==> src/rtl/sequenciador_ciclos_pkg.sv <==
// Shared types and constants for the multicycle control sequencer and its
// instruction-class decoder.
package sequenciador_ciclos_pkg;

    typedef enum logic [2:0] {
        StFetch   = 3'd0,
        StDecode  = 3'd1,
        StExec    = 3'd2,
        StWaitUla = 3'd3,
        StMem     = 3'd4,
        StWb      = 3'd5,
        StHalt    = 3'd6
    } state_e;

    typedef enum logic [2:0] {
        ClsAluReg  = 3'd0,
        ClsAluImm  = 3'd1,
        ClsMem     = 3'd2,
        ClsCtrl    = 3'd3,
        ClsHalt    = 3'd4,
        ClsIllegal = 3'd5
    } class_e;

    localparam int unsigned UlaJump   = 0;
    localparam int unsigned UlaBranch = 1;
    localparam int unsigned UlaImm    = 2;
    localparam int unsigned UlaAddr   = 3;

    localparam logic [1:0] PcSelInc    = 2'd0;
    localparam logic [1:0] PcSelJump   = 2'd1;
    localparam logic [1:0] PcSelBranch = 2'd2;

    localparam logic [5:0] HALT_OP = 6'b111111;
    localparam logic [4:0] MULT    = 5'd2;
    localparam logic [4:0] DIVI    = 5'd3;

    function automatic logic [3:0] ula_ctrl_of(input class_e cls, input logic is_branch);
        logic [3:0] r;
        r = '0;
        case (cls)
            ClsAluImm: r[UlaImm]  = 1'b1;
            ClsMem:    r[UlaAddr] = 1'b1;
            ClsCtrl: begin
                if (is_branch) r[UlaBranch] = 1'b1;
                else           r[UlaJump]   = 1'b1;
            end
            default:   r = '0;
        endcase
        return r;
    endfunction

endpackage

==> src/rtl/sequenciador_ciclos_decodificador_classe.sv <==
// Combinational opcode/opex classifier; shared with the hazard logic.
module decodificador_classe
    import sequenciador_ciclos_pkg::*;
(
    input  logic [5:0] opcode_i,
    input  logic [5:0] opex_i,
    output class_e     cls_o,
    output logic       is_load_o,
    output logic       is_branch_o,
    output logic       is_multi_o
);

    logic unused_opex;
    assign unused_opex = opex_i[5];

    always_comb begin
        cls_o       = ClsIllegal;
        is_load_o   = 1'b0;
        is_branch_o = 1'b0;
        is_multi_o  = 1'b0;
        unique case (opcode_i[5:4])
            2'b00: begin
                cls_o      = ClsAluReg;
                is_multi_o = (opex_i[4:0] == MULT) || (opex_i[4:0] == DIVI);
            end
            2'b01: begin
                cls_o      = ClsAluImm;
                is_multi_o = (opcode_i[3:0] == MULT[3:0]) || (opcode_i[3:0] == DIVI[3:0]);
            end
            2'b10: begin
                cls_o     = ClsMem;
                is_load_o = ~opcode_i[3];
            end
            2'b11: begin
                if (!opcode_i[3]) begin
                    cls_o       = ClsCtrl;
                    is_branch_o = opcode_i[2];
                end else if (opcode_i == HALT_OP) begin
                    cls_o = ClsHalt;
                end else begin
                    cls_o = ClsIllegal;
                end
            end
            default: cls_o = ClsIllegal;
        endcase
    end

endmodule

==> src/rtl/sequenciador_ciclos.sv <==
// Multicycle FETCH/DECODE/EXEC/MEM/WB sequencer with a handshake watchdog.
// Strobes are combinational from state and handshakes, all gated by rst.
module sequenciador_ciclos
    import sequenciador_ciclos_pkg::*;
#(
    parameter int unsigned WAIT_MAX = 255,
    parameter int unsigned CNT_W    = 8
) (
    input  logic       clk,
    input  logic       rst,
    input  logic [5:0] opcode,
    input  logic [5:0] opex,
    input  logic       flag_zero,
    input  logic       mem_ready,
    input  logic       ula_done,
    output logic       pc_we,
    output logic [1:0] pc_sel,
    output logic       ir_we,
    output logic       mem_rd,
    output logic       mem_wr,
    output logic       reg_we,
    output logic       wb_sel,
    output logic [3:0] ula_ctrl,
    output logic       ula_start,
    output logic       halted,
    output logic       fault
);

    state_e             state_q, state_d;
    logic [CNT_W-1:0]   cnt_q, cnt_d;
    logic [3:0]         ula_ctrl_q, ula_ctrl_d;
    logic               wb_sel_q, wb_sel_d;
    logic               fault_q, fault_d;

    class_e cls;
    logic   is_load, is_branch, is_multi;

    logic       pc_we_c, ir_we_c, mem_rd_c, mem_wr_c, reg_we_c, ula_start_c;
    logic [1:0] pc_sel_c;
    logic       awaiting, handshake, at_limit;

    decodificador_classe u_dec (
        .opcode_i    (opcode),
        .opex_i      (opex),
        .cls_o       (cls),
        .is_load_o   (is_load),
        .is_branch_o (is_branch),
        .is_multi_o  (is_multi)
    );

    always_comb begin
        awaiting  = (state_q == StFetch) || (state_q == StMem) || (state_q == StWaitUla);
        handshake = (state_q == StWaitUla) ? ula_done : mem_ready;
        at_limit  = (cnt_q == CNT_W'(WAIT_MAX - 1));
    end

    always_comb begin
        state_d     = state_q;
        ula_ctrl_d  = ula_ctrl_q;
        wb_sel_d    = wb_sel_q;
        fault_d     = fault_q;
        pc_we_c     = 1'b0;
        pc_sel_c    = PcSelInc;
        ir_we_c     = 1'b0;
        mem_rd_c    = 1'b0;
        mem_wr_c    = 1'b0;
        reg_we_c    = 1'b0;
        ula_start_c = 1'b0;

        unique case (state_q)
            StFetch: begin
                mem_rd_c = 1'b1;
                if (mem_ready) begin
                    ir_we_c = 1'b1;
                    pc_we_c = 1'b1;
                    state_d = StDecode;
                end
            end
            StDecode: begin
                ula_ctrl_d = ula_ctrl_of(cls, is_branch);
                state_d    = (cls == ClsHalt || cls == ClsIllegal) ? StHalt : StExec;
            end
            StExec: begin
                unique case (cls)
                    ClsCtrl: begin
                        if (!is_branch) begin
                            pc_we_c  = 1'b1;
                            pc_sel_c = PcSelJump;
                        end else if (flag_zero) begin
                            pc_we_c  = 1'b1;
                            pc_sel_c = PcSelBranch;
                        end
                        state_d = StFetch;
                    end
                    ClsAluReg, ClsAluImm: begin
                        ula_start_c = is_multi;
                        state_d     = is_multi ? StWaitUla : StWb;
                    end
                    ClsMem:  state_d = StMem;
                    default: state_d = StHalt;
                endcase
            end
            StWaitUla: begin
                if (ula_done) state_d = StWb;
            end
            StMem: begin
                mem_rd_c = is_load;
                mem_wr_c = ~is_load;
                if (mem_ready) begin
                    if (is_load) begin
                        wb_sel_d = 1'b1;
                        state_d  = StWb;
                    end else begin
                        state_d = StFetch;
                    end
                end
            end
            StWb: begin
                reg_we_c = 1'b1;
                state_d  = StFetch;
            end
            StHalt:  state_d = StHalt;
            default: state_d = StFetch;
        endcase

        // A handshake on the limit cycle takes the normal path above.
        if (awaiting && !handshake && at_limit) begin
            state_d = StHalt;
            fault_d = 1'b1;
        end

        if (state_d != state_q)           cnt_d = '0;
        else if (awaiting && !handshake)  cnt_d = cnt_q + 1'b1;
        else                              cnt_d = cnt_q;

        if (state_d == StFetch || state_d == StHalt) ula_ctrl_d = '0;
        if (state_d == StFetch)                      wb_sel_d   = 1'b0;
    end

    always_ff @(posedge clk or posedge rst) begin
        if (rst) begin
            state_q    <= StFetch;
            cnt_q      <= '0;
            ula_ctrl_q <= '0;
            wb_sel_q   <= 1'b0;
            fault_q    <= 1'b0;
        end else begin
            state_q    <= state_d;
            cnt_q      <= cnt_d;
            ula_ctrl_q <= ula_ctrl_d;
            wb_sel_q   <= wb_sel_d;
            fault_q    <= fault_d;
        end
    end

    assign pc_we     = pc_we_c & ~rst;
    assign pc_sel    = rst ? PcSelInc : pc_sel_c;
    assign ir_we     = ir_we_c & ~rst;
    assign mem_rd    = mem_rd_c & ~rst;
    assign mem_wr    = mem_wr_c & ~rst;
    assign reg_we    = reg_we_c & ~rst;
    assign ula_start = ula_start_c & ~rst;
    assign wb_sel    = wb_sel_q & ~rst;
    assign ula_ctrl  = rst ? 4'b0000 : ula_ctrl_q;
    assign halted    = (state_q == StHalt) & ~rst;
    assign fault     = fault_q & ~rst;

endmodule

==> config.mk <==
export PLATFORM = sky130hd
export DESIGN_NAME = sequenciador_ciclos
export DESIGN_NICKNAME = d
export VERILOG_FILES = /design/src/rtl/sequenciador_ciclos_pkg.sv /design/src/rtl/sequenciador_ciclos_decodificador_classe.sv /design/src/rtl/sequenciador_ciclos.sv
export SDC_FILE = /design/constraint.sdc
export NUM_CORES = 1
export LEC_CHECK = 0
export BUFFER_PORTS_ARGS = -buffer_cell sky130_fd_sc_hd__buf_2
export CAP_MARGIN = 20
export CORE_MARGIN = 3
export CORE_UTILIZATION = 45
export CTS_BUF_LIST = sky130_fd_sc_hd__clkbuf_4
export CTS_CLUSTER_DIAMETER = 200
export DETAILED_ROUTE_END_ITERATION = 8
export GPL_TIMING_DRIVEN = 0
export PLACE_DENSITY = 0.69
export SLEW_MARGIN = 20
export SYNTH_ARGS = -nofsm -noshare
export SYNTH_HDL_FRONTEND = slang
export SYNTH_HIERARCHICAL = 1
export SYNTH_SLANG_ARGS = --single-unit
==> constraint.sdc <==
create_clock -name clk -period 3.3 [get_ports clk]
set_input_delay 0.495 -clock clk [delete_from_list [all_inputs] [get_ports clk]]
set_output_delay 0.495 -clock clk [all_outputs]
set_load 0.03 [all_outputs]
Yosys cells after proc, flatten, opt, wreduce, memory -nomap -nowiden
Index checks and enable logic that the tools add are counted.

cells by class
  $add $sub $neg = 1
  equal/unequal tests = 22
  mux-type cells = 47
  bitwise operators = 12
  reduce and logical (&&, ||, !) cells = 20

operators by type and width
  operator                                       number
  2-to-1 mux 3 bit                               8
  2-to-1 mux 1 bit                               22
  == test 3 bit, second input constant           6
  case mux 3 bit (6 select lines)                1
  2-to-1 mux 8 bit                               2
  == test 3 x 2 -> 1 bit, second input constant  4
  2-to-1 mux 2 bit                               6
  2-to-1 mux 4 bit                               3
  case mux 3 bit (4 select lines)                1
  == test 5 x 2 -> 1 bit, second input constant  2
  nonzero test 2 bit                             5
  AND 1 bit                                      9
  logical NOT 3 bit                              3
  case mux 3 bit (3 select lines)                1
  adder 8 x 1 -> 8 bit, second input constant    1
  == test 4 x 2 -> 1 bit, second input constant  2
  == test 8 bit, second input constant           1
  == test 3 x 1 -> 1 bit, second input constant  2
  == test 6 bit, second input constant           1
  logical OR 1 bit                               6
  case mux 1 bit (2 select lines)                3
  == test 2 bit, second input constant           2
  != test 3 bit                                  1
  inverter 1 bit                                 3
  other kinds (6)                                7

word-level totals
  flip-flop bits (word level) = 17
  input port bits = 17
  output and inout bits = 15
  logic and storage cells = 107

Logic depth before layout (Yosys ltp)
Gate-level depths: netlist of the first run.

  word-level depth = 12
  mapped depth = 7
  gate-level depth less buffers = 7

Cells and area by module
The synthesis of the first run kept the hierarchy.

modules (own cells, without submodules)
  module                instances  cells each  area an instance (sq um)  seq. area each (sq um)
  sequenciador_ciclos   1          128         1218.7                    425.4
  decodificador_classe  1          11          88.8                      0.0

Worst setup path after synthesis of the first run
No wires, ideal clock.

  kind = in2out
  start point = in opcode[5]
  end point = out pc_we
  data arrival time = 2.208 ns
  required time = 2.805 ns
  setup slack = 0.597 ns
  cell stages on the path = 4
  buffers on the path = 0
  path through = a21boi_0 -> and3b_1 -> a32oi_1 -> nor4_1

on the way
  cells in the longest elaborated chain, start to end = 8
  elaborated cells on any way between the ends = 14
  those cells by class = eq/ne: 5; mux: 7; bitwise: 1; reduce/logical: 1

ends and longest elaborated chain
  item                               line                                            text
  from (decl)                        sequenciador_ciclos.sv:11                       input logic [5:0] opcode,
  == test 6 bit                      sequenciador_ciclos_decodificador_classe.sv:38  end else if (opcode_i == HALT_OP) begin
  2-to-1 mux 1 bit                   sequenciador_ciclos_decodificador_classe.sv:38
  2-to-1 mux 3 bit                   sequenciador_ciclos_decodificador_classe.sv:35  if (!opcode_i[3]) begin
  case mux 3 bit (4 select lines)    sequenciador_ciclos_decodificador_classe.sv:21  unique case (opcode_i[5:4])
  == test 3 x 2 -> 1 bit             sequenciador_ciclos.sv:84                       unique case (cls)
  2-to-1 mux 1 bit *                 sequenciador_ciclos.sv:84
  case mux 1 bit (2 select lines) *  sequenciador_ciclos.sv:70                       unique case (state_q)
  AND 1 bit *                        sequenciador_ciclos.sv:156                      assign pc_we = pc_we_c & ~rst;
  to (decl)                          sequenciador_ciclos.sv:16                       output logic pc_we,

Mark *: on every way between the ends. The rest lies on a longest branch, timed or not.

Final worst setup path of the first run
  start point = in opcode[5]
  end point = out pc_we

on the way
  elaborated cells on any way between the ends = 14
  those cells by class = eq/ne: 5; mux: 7; bitwise: 1; reduce/logical: 1

RTL lines
  item                                   line                                            text
  == test 2 bit (tied with other cells)  sequenciador_ciclos_decodificador_classe.sv:21
  case mux 3 bit (4 select lines) *      sequenciador_ciclos_decodificador_classe.sv:21
  net cls[1]                             sequenciador_ciclos.sv:35                       class_e cls;
  == test 3 x 2 -> 1 bit *               sequenciador_ciclos.sv:84
  2-to-1 mux 1 bit *                     sequenciador_ciclos.sv:84
  case mux 1 bit (2 select lines) *      sequenciador_ciclos.sv:70
  AND 1 bit *                            sequenciador_ciclos.sv:156

The timed path passes the listed nets; every way through them passes the cells marked *.

==> out/metrics.cfg, run 1 <==
[setup_path]
cp_max_fo=8
critPathKind=in -> out
ff2ff_path_depth=5
startpoint_type=primary input
arrival_ns=2.12
cp_data_required_time_ns=2.80
cp-end-kind=output port

[clock_network]
cts-root-buf=clkbuf_4
path_clk_slew_ns=0.10
clock_latency_ns=0.29
cts_resized=0
cts.hold.buffers_added=0
cts_setup_buffers=0
cts_htree_levels=1
cts_tree=done
clk_path_buf_depth=2
cts_sinks=17
numCtsBuffers=3

[yosys]
synth_edf_count=0
synthMuxAreaShare_pct=0
syn_nets=158
yosysMostFrequentCell=dfrtp_1
yosys.area_share.simple_pct=38.6
postSynthAreaPerCell_um2=9.41
synth_area_leaders=dfrtp_1, nor3_1, nor2b_1
synth-seq-area-share_pct=32.5
yosys_most_used_dff=dfrtp_1
synthArstFlopShare_pct=100
netlist_instances=139
synth_area_um2=1310
synth_top_family_by_area=simple AND/OR/NAND/NOR gates
synth-xor-area-share_pct=5.93
ys_top_cells_by_count=dfrtp_1, nor3_1, nor2_1, nor2b_1, a21oi_1
synth_seq_cells=17
yosysTopAreaCell=dfrtp_1
yosys.cell_types.count=53
synthAdderAreaFrac_pct=1.91
synth_warnings=6
synth.top_cell.area_share_pct=32.5
synth_compound_area_share_pct=17.1

[placed_design]
gp_congestion=0.824
dp_hpwl_mm=2.30
portBuffers=29

[global_routing]
grt_pass1_wl_mm=5.14
gr-usage-all-layers_pct=18.6
antenna_found_initial=0
grt_max_degree=23
grt-ovfl-total=0
grt_pass1_vias=1148

[power_and_ir_drop]
powerDensity_nw_per_um2=628
leakage_nw=0.718
ir_drop_uv=378

[worst_hold_path]
hold_path.class=in -> async

[detailed_routing]
avgViaCountPerCell=5.81
drt_iter0_drc=40
drc_errors=0
wl_per_cell_um=14.7
antenna_left=0
wl_mm=2.97
via_count=1174
first_pass_iters=4

[status]
status=completed

[cells_and_area]
fin_util_pct=58.1
final_layout_size_suffix_gt1_share_pct=27.9
nets=192
area_growth_syn_to_layout_pct=16.1
diodes=0

[floorplan]
die_w_um=59.9
initial_core_util_pct=50.0
core_area_um2=2610
dieArea_um2=3590
ioPinCount=32
row_count=18
dieHeight_um=59.9

[run]
maxCapViolCount=0

[timing]
tns_ns=0
slew_viol_final=0
hold_violations=0
worst_slew_pin_slew_ns=0.811
setup_viol=0
rsz0062_at_grt=no
slew_headroom_pct=45.4
min_period_ns=2.62
post-route-period-util_pct=79.2
fin_worst_skew_ns=0.00453
max_freq_mhz=382

## report_power, final
part | total [mW] | switching, mW | internal (mW)
Clock | 0.112 | 0.0667 | 0.0450
Combinational | 0.562 | 0.353 | 0.209
Sequential | 0.279 | 0.0392 | 0.240
## logic make-up (layout without fill, tap and decap cells)
| group | Yosys count | count (layout) |
|---|---|---|
| buf+inv | 10 | 43 |
| fa+ha+maj | 2 | 2 |
| compound gates | 27 | 27 |
| xor+xnor | 8 | 8 |
| simple gates | 75 | 75 |
| flops | 17 | 17 |
## critical path, stage by stage
cell      delay, ns
buf_2          0.14
a21boi_0       0.67
and3b_1        0.27
a32oi_1        0.09
nor4_1         0.20
buf_2          0.25
## final timing paths
check,from,to,slack (ns)
worst min register to register,fault_q$_DFFE_PP0P_,fault_q$_DFFE_PP0P_,0.47
worst max-delay path,opcode[5],pc_we,0.68
worst max register to register,state_q[2]$_DFF_PP0_,cnt_q[2]$_DFFE_PP0P_,1.34
min in group clk,fault_q$_DFFE_PP0P_,fault_q$_DFFE_PP0P_,0.47
worst min-delay path,rst,cnt_q[7]$_DFFE_PP0P_,0.40
max in group asynchronous,rst,state_q[0]$_DFF_PP0_,2.43
## state kept, by name (all words and copies together) (netlist names)
register and count:
cnt_q 8, state_q 3, wb_sel_q 1, ula_ctrl_q 4
fault_q 1
## final cells by class
class,count,area [um2]
multi-input combinational,112,831
timing repair buffer,29,145
buffer,5,32.5
inverter,5,18.8
tap,30,37.5
clock buffer,3,22.5
clock inverter,1,5.00
fill,249,1090
sequential,17,425
## routing by layer
metal / global-route usage (%) / up-vias / part of all wire [%]
met5: 0 / - / 0
met4: 5.70 / 0 / 0
met3: 1.30 / 0 / 3.5
met2: 28.5 / 25 / 45
met1: 27.7 / 559 / 51
li1: - / 590 / -
## cells in the final DEF (no fill, tap or decap), drive strengths merged, types with 2 or more instances in the layout
| cell type | count |
|---|---|
| and3b | 2 |
| o311ai | 2 |
| buf | 33 |
| xor2 | 5 |
| nor2 | 9 |
| a41oi | 2 |
| nand2b | 4 |
| a32oi | 3 |
| nor3 | 12 |
| clkbuf | 4 |
| and3 | 5 |
| nand3 | 4 |
| o21ai | 2 |
| and4 | 4 |
| inv | 5 |
| nand2 | 5 |
| nor2b | 9 |
| a21oi | 7 |
| dfrtp | 17 |
| ha | 2 |
| xnor2 | 3 |
| nor3b | 5 |
| nor4b | 2 |
| nand4 | 3 |
## per-stage QoR
step	power (mW)	hold WS [ns]	instance area [um2]	setup slack, ns	std cells
after detailed placement	0.845	0.449	1490	0.654	198
after global placement	0.830	0.444	1490	0.663	198
after global routing	1.04	0.461	1520	0.561	202
final	0.953	0.397	1520	0.685	202
after floorplan	0.718	0.424	1310	0.597	139
after CTS	0.957	0.422	1520	0.718	202
(Power assumes the default switching activity.)
==> inputs of run 2 (changes only) <==
--- a/config.mk
+++ b/config.mk
@@ -13,7 +13,7 @@
 export CTS_CLUSTER_DIAMETER = 200
 export DETAILED_ROUTE_END_ITERATION = 8
 export GPL_TIMING_DRIVEN = 0
-export PLACE_DENSITY = 0.69
+export PLACE_DENSITY = 0.72
 export SLEW_MARGIN = 20
 export SYNTH_ARGS = -nofsm -noshare
 export SYNTH_HDL_FRONTEND = slang
==> constraint.sdc (replaced) <==
create_clock -name clk -period 2.35 [get_ports clk]
set_input_delay 0.3525 -clock clk [delete_from_list [all_inputs] [get_ports clk]]
set_output_delay 0.3525 -clock clk [all_outputs]
set_load 0.03 [all_outputs]
==> run 2 against run 1 <==
Compared with the run above: sequential cell count unchanged; register-to-register slack worse by 0.98 ns; global-route usage up 0.25 points; wire length down 0.10%; non-clock buffer count unchanged; sequential power up 40%; worst setup slack worse by 0.54 ns; worst hold slack worse by 0.14 ns; sequential share of layout area down 0.16 points; final cell count unchanged; combinational power up 41%; critical path type is now reg -> out; largest cell class unchanged.
==> out/metrics.cfg, run 2 (synthesis gave the netlist of run 1 again) <==
[timing]
fin_worst_skew_ns=0.00544
tns_ns=0
post-route-period-util_pct=93.7
worst_slew_pin_slew_ns=0.762
min_period_ns=2.20
rsz0062_at_grt=no
slew_viol_final=0
setup_viol=0
max_freq_mhz=454
hold_violations=0
slew_headroom_pct=49.2

[floorplan]
dieHeight_um=59.9
core_area_um2=2610
dieArea_um2=3590
initial_core_util_pct=50.0
ioPinCount=32
die_w_um=59.9
row_count=18

[global_routing]
grt_pass1_wl_mm=5.21
grt_pass1_vias=1159
antenna_found_initial=0
grt_max_degree=23
gr-usage-all-layers_pct=18.9
grt-ovfl-total=0

[cells_and_area]
layout_common_cells=buf_2, dfrtp_1, nor3_1
final_common_cell=buf_2
final_layout_size_suffix_gt1_share_pct=28.5
fin_util_pct=58.4
area_growth_syn_to_layout_pct=16.7
top_regs=cnt_q x8, ula_ctrl_q x4, state_q x3
diodes=0
regMostFlops=cnt_q
largest_register_ffs=8
nets=192
instances_no_fill=202

[setup_path]
r2r-end=cnt_q[0]$_DFFE_PP0P_
path_depth=5
startpoint_type=flip-flop
reg2reg_from=state_q[0]$_DFF_PP0_
setup.worst_path.start=state_q[0]$_DFF_PP0_
ff2ff_setup_slack_ns=0.36
cp_slowest_stage_delay_ns=0.42
endpoint=pc_we
critPathSlowestCell=dfrtp_1
ff2ff_path_depth=6
arrival_ns=1.85
cp_data_required_time_ns=2.00
cp_max_fo=10
critPathKind=reg -> out
crit_chain=buf_6 -> nor3b_1 -> a32oi_1 -> nor4_2 -> buf_2
path_buf_inv=2
crit_family=simple AND/OR/NAND/NOR gates
cp-end-kind=output port

[power_and_ir_drop]
powerDensity_nw_per_um2=887
ir_drop_uv=664
leakage_nw=0.720
total_power_mw=1.35

[detailed_routing]
antenna_left=0
via_count=1184
routed.top_layer=met4
wl_met3_um=114
drc_errors=0
wl_per_cell_um=14.7
drt_iter0_drc=19
drt-met1-wl_mm=1.51
dr_wl_met2_mm=1.32
avgViaCountPerCell=5.86
wl_mm=2.97
first_pass_iters=4

[worst_hold_path]
hold_path.class=in -> async

[placed_design]
dpl.cell_count=198
gp_congestion=0.812
dp_hpwl_mm=2.31
portBuffers=29

[clock_network]
clock_latency_ns=0.30
cts_sinks=17
cts_tree=done
path_clk_slew_ns=0.10
cts_htree_levels=1
clk_path_buf_depth=2
cts_setup_buffers=0
cts-root-buf=clkbuf_4
numCtsBuffers=3

[run]
maxCapViolCount=0

[status]
status=completed

run 2: cell count changes in the layout (fill, tap and decap cells not counted), sizes merged:
cell and delta:
clkbuf +1, clkinv -1
run 2: how the worst min path moves through the flow:
stage | cells past startpoint | from | endpoint | slack, ns
after global placement | 1 | fault_q$_DFFE_PP0P_ | fault_q$_DFFE_PP0P_ | 0.44
after detailed placement | 1 | fault_q$_DFFE_PP0P_ | fault_q$_DFFE_PP0P_ | 0.45
after global routing | 2 | rst | cnt_q[4]$_DFFE_PP0P_ | 0.32
final | 2 | rst | cnt_q[6]$_DFFE_PP0P_ | 0.26
after floorplan | 1 | rst | cnt_q[0]$_DFFE_PP0P_ | 0.31
after CTS | 2 | rst | cnt_q[4]$_DFFE_PP0P_ | 0.28
run 2: power breakdown:
group	leakage (nW)	switching (mW)	internal (mW)
combinational	0.468	0.498	0.294
clock	0.0184	0.0940	0.0778
sequential	0.233	0.0522	0.337
run 2: worst reg2reg max path, cell delays in order, from the launching register on:
cell      delay (ns)
dfrtp_1         0.42
buf_6           0.15
nor3b_1         0.36
o311ai_1        0.22
nand4_2         0.19
xor2_2          0.40
nor3_1          0.13
run 2: area by class of cell:
type,instances,area [um2]
clock buffers,4,30.0
repair buffers,29,145
inverters,5,18.8
well taps,30,37.5
fillers,239,1090
multi-input cells,112,837
plain buffers,5,32.5
flip-flops and latches,17,425
run 2: timing repair:
action	CTS	global route
endpoints found under the hold margin	0	0
setup endpoints to repair	0	10
hold buffers	0	0
gates resized for setup	0	1
run 2: per-stage QoR:
step                setup WS, ns  cell area, um2  hold WS (ns)
CTS                       0.0584            1530         0.285
finish                     0.147            1530         0.258
global placement          -0.117            1500         0.443
global route              0.0657            1530         0.318
floorplan                  0.187            1310         0.308
detailed placement        -0.156            1500         0.455
run 2: layer usage:
layer / vias to the layer above / GRT usage [%]
met5: - / 0
met4: 0 / 4.11
met3: 5 / 3.89
met2: 18 / 29.5
met1: 566 / 26.7
li1: 595 / -
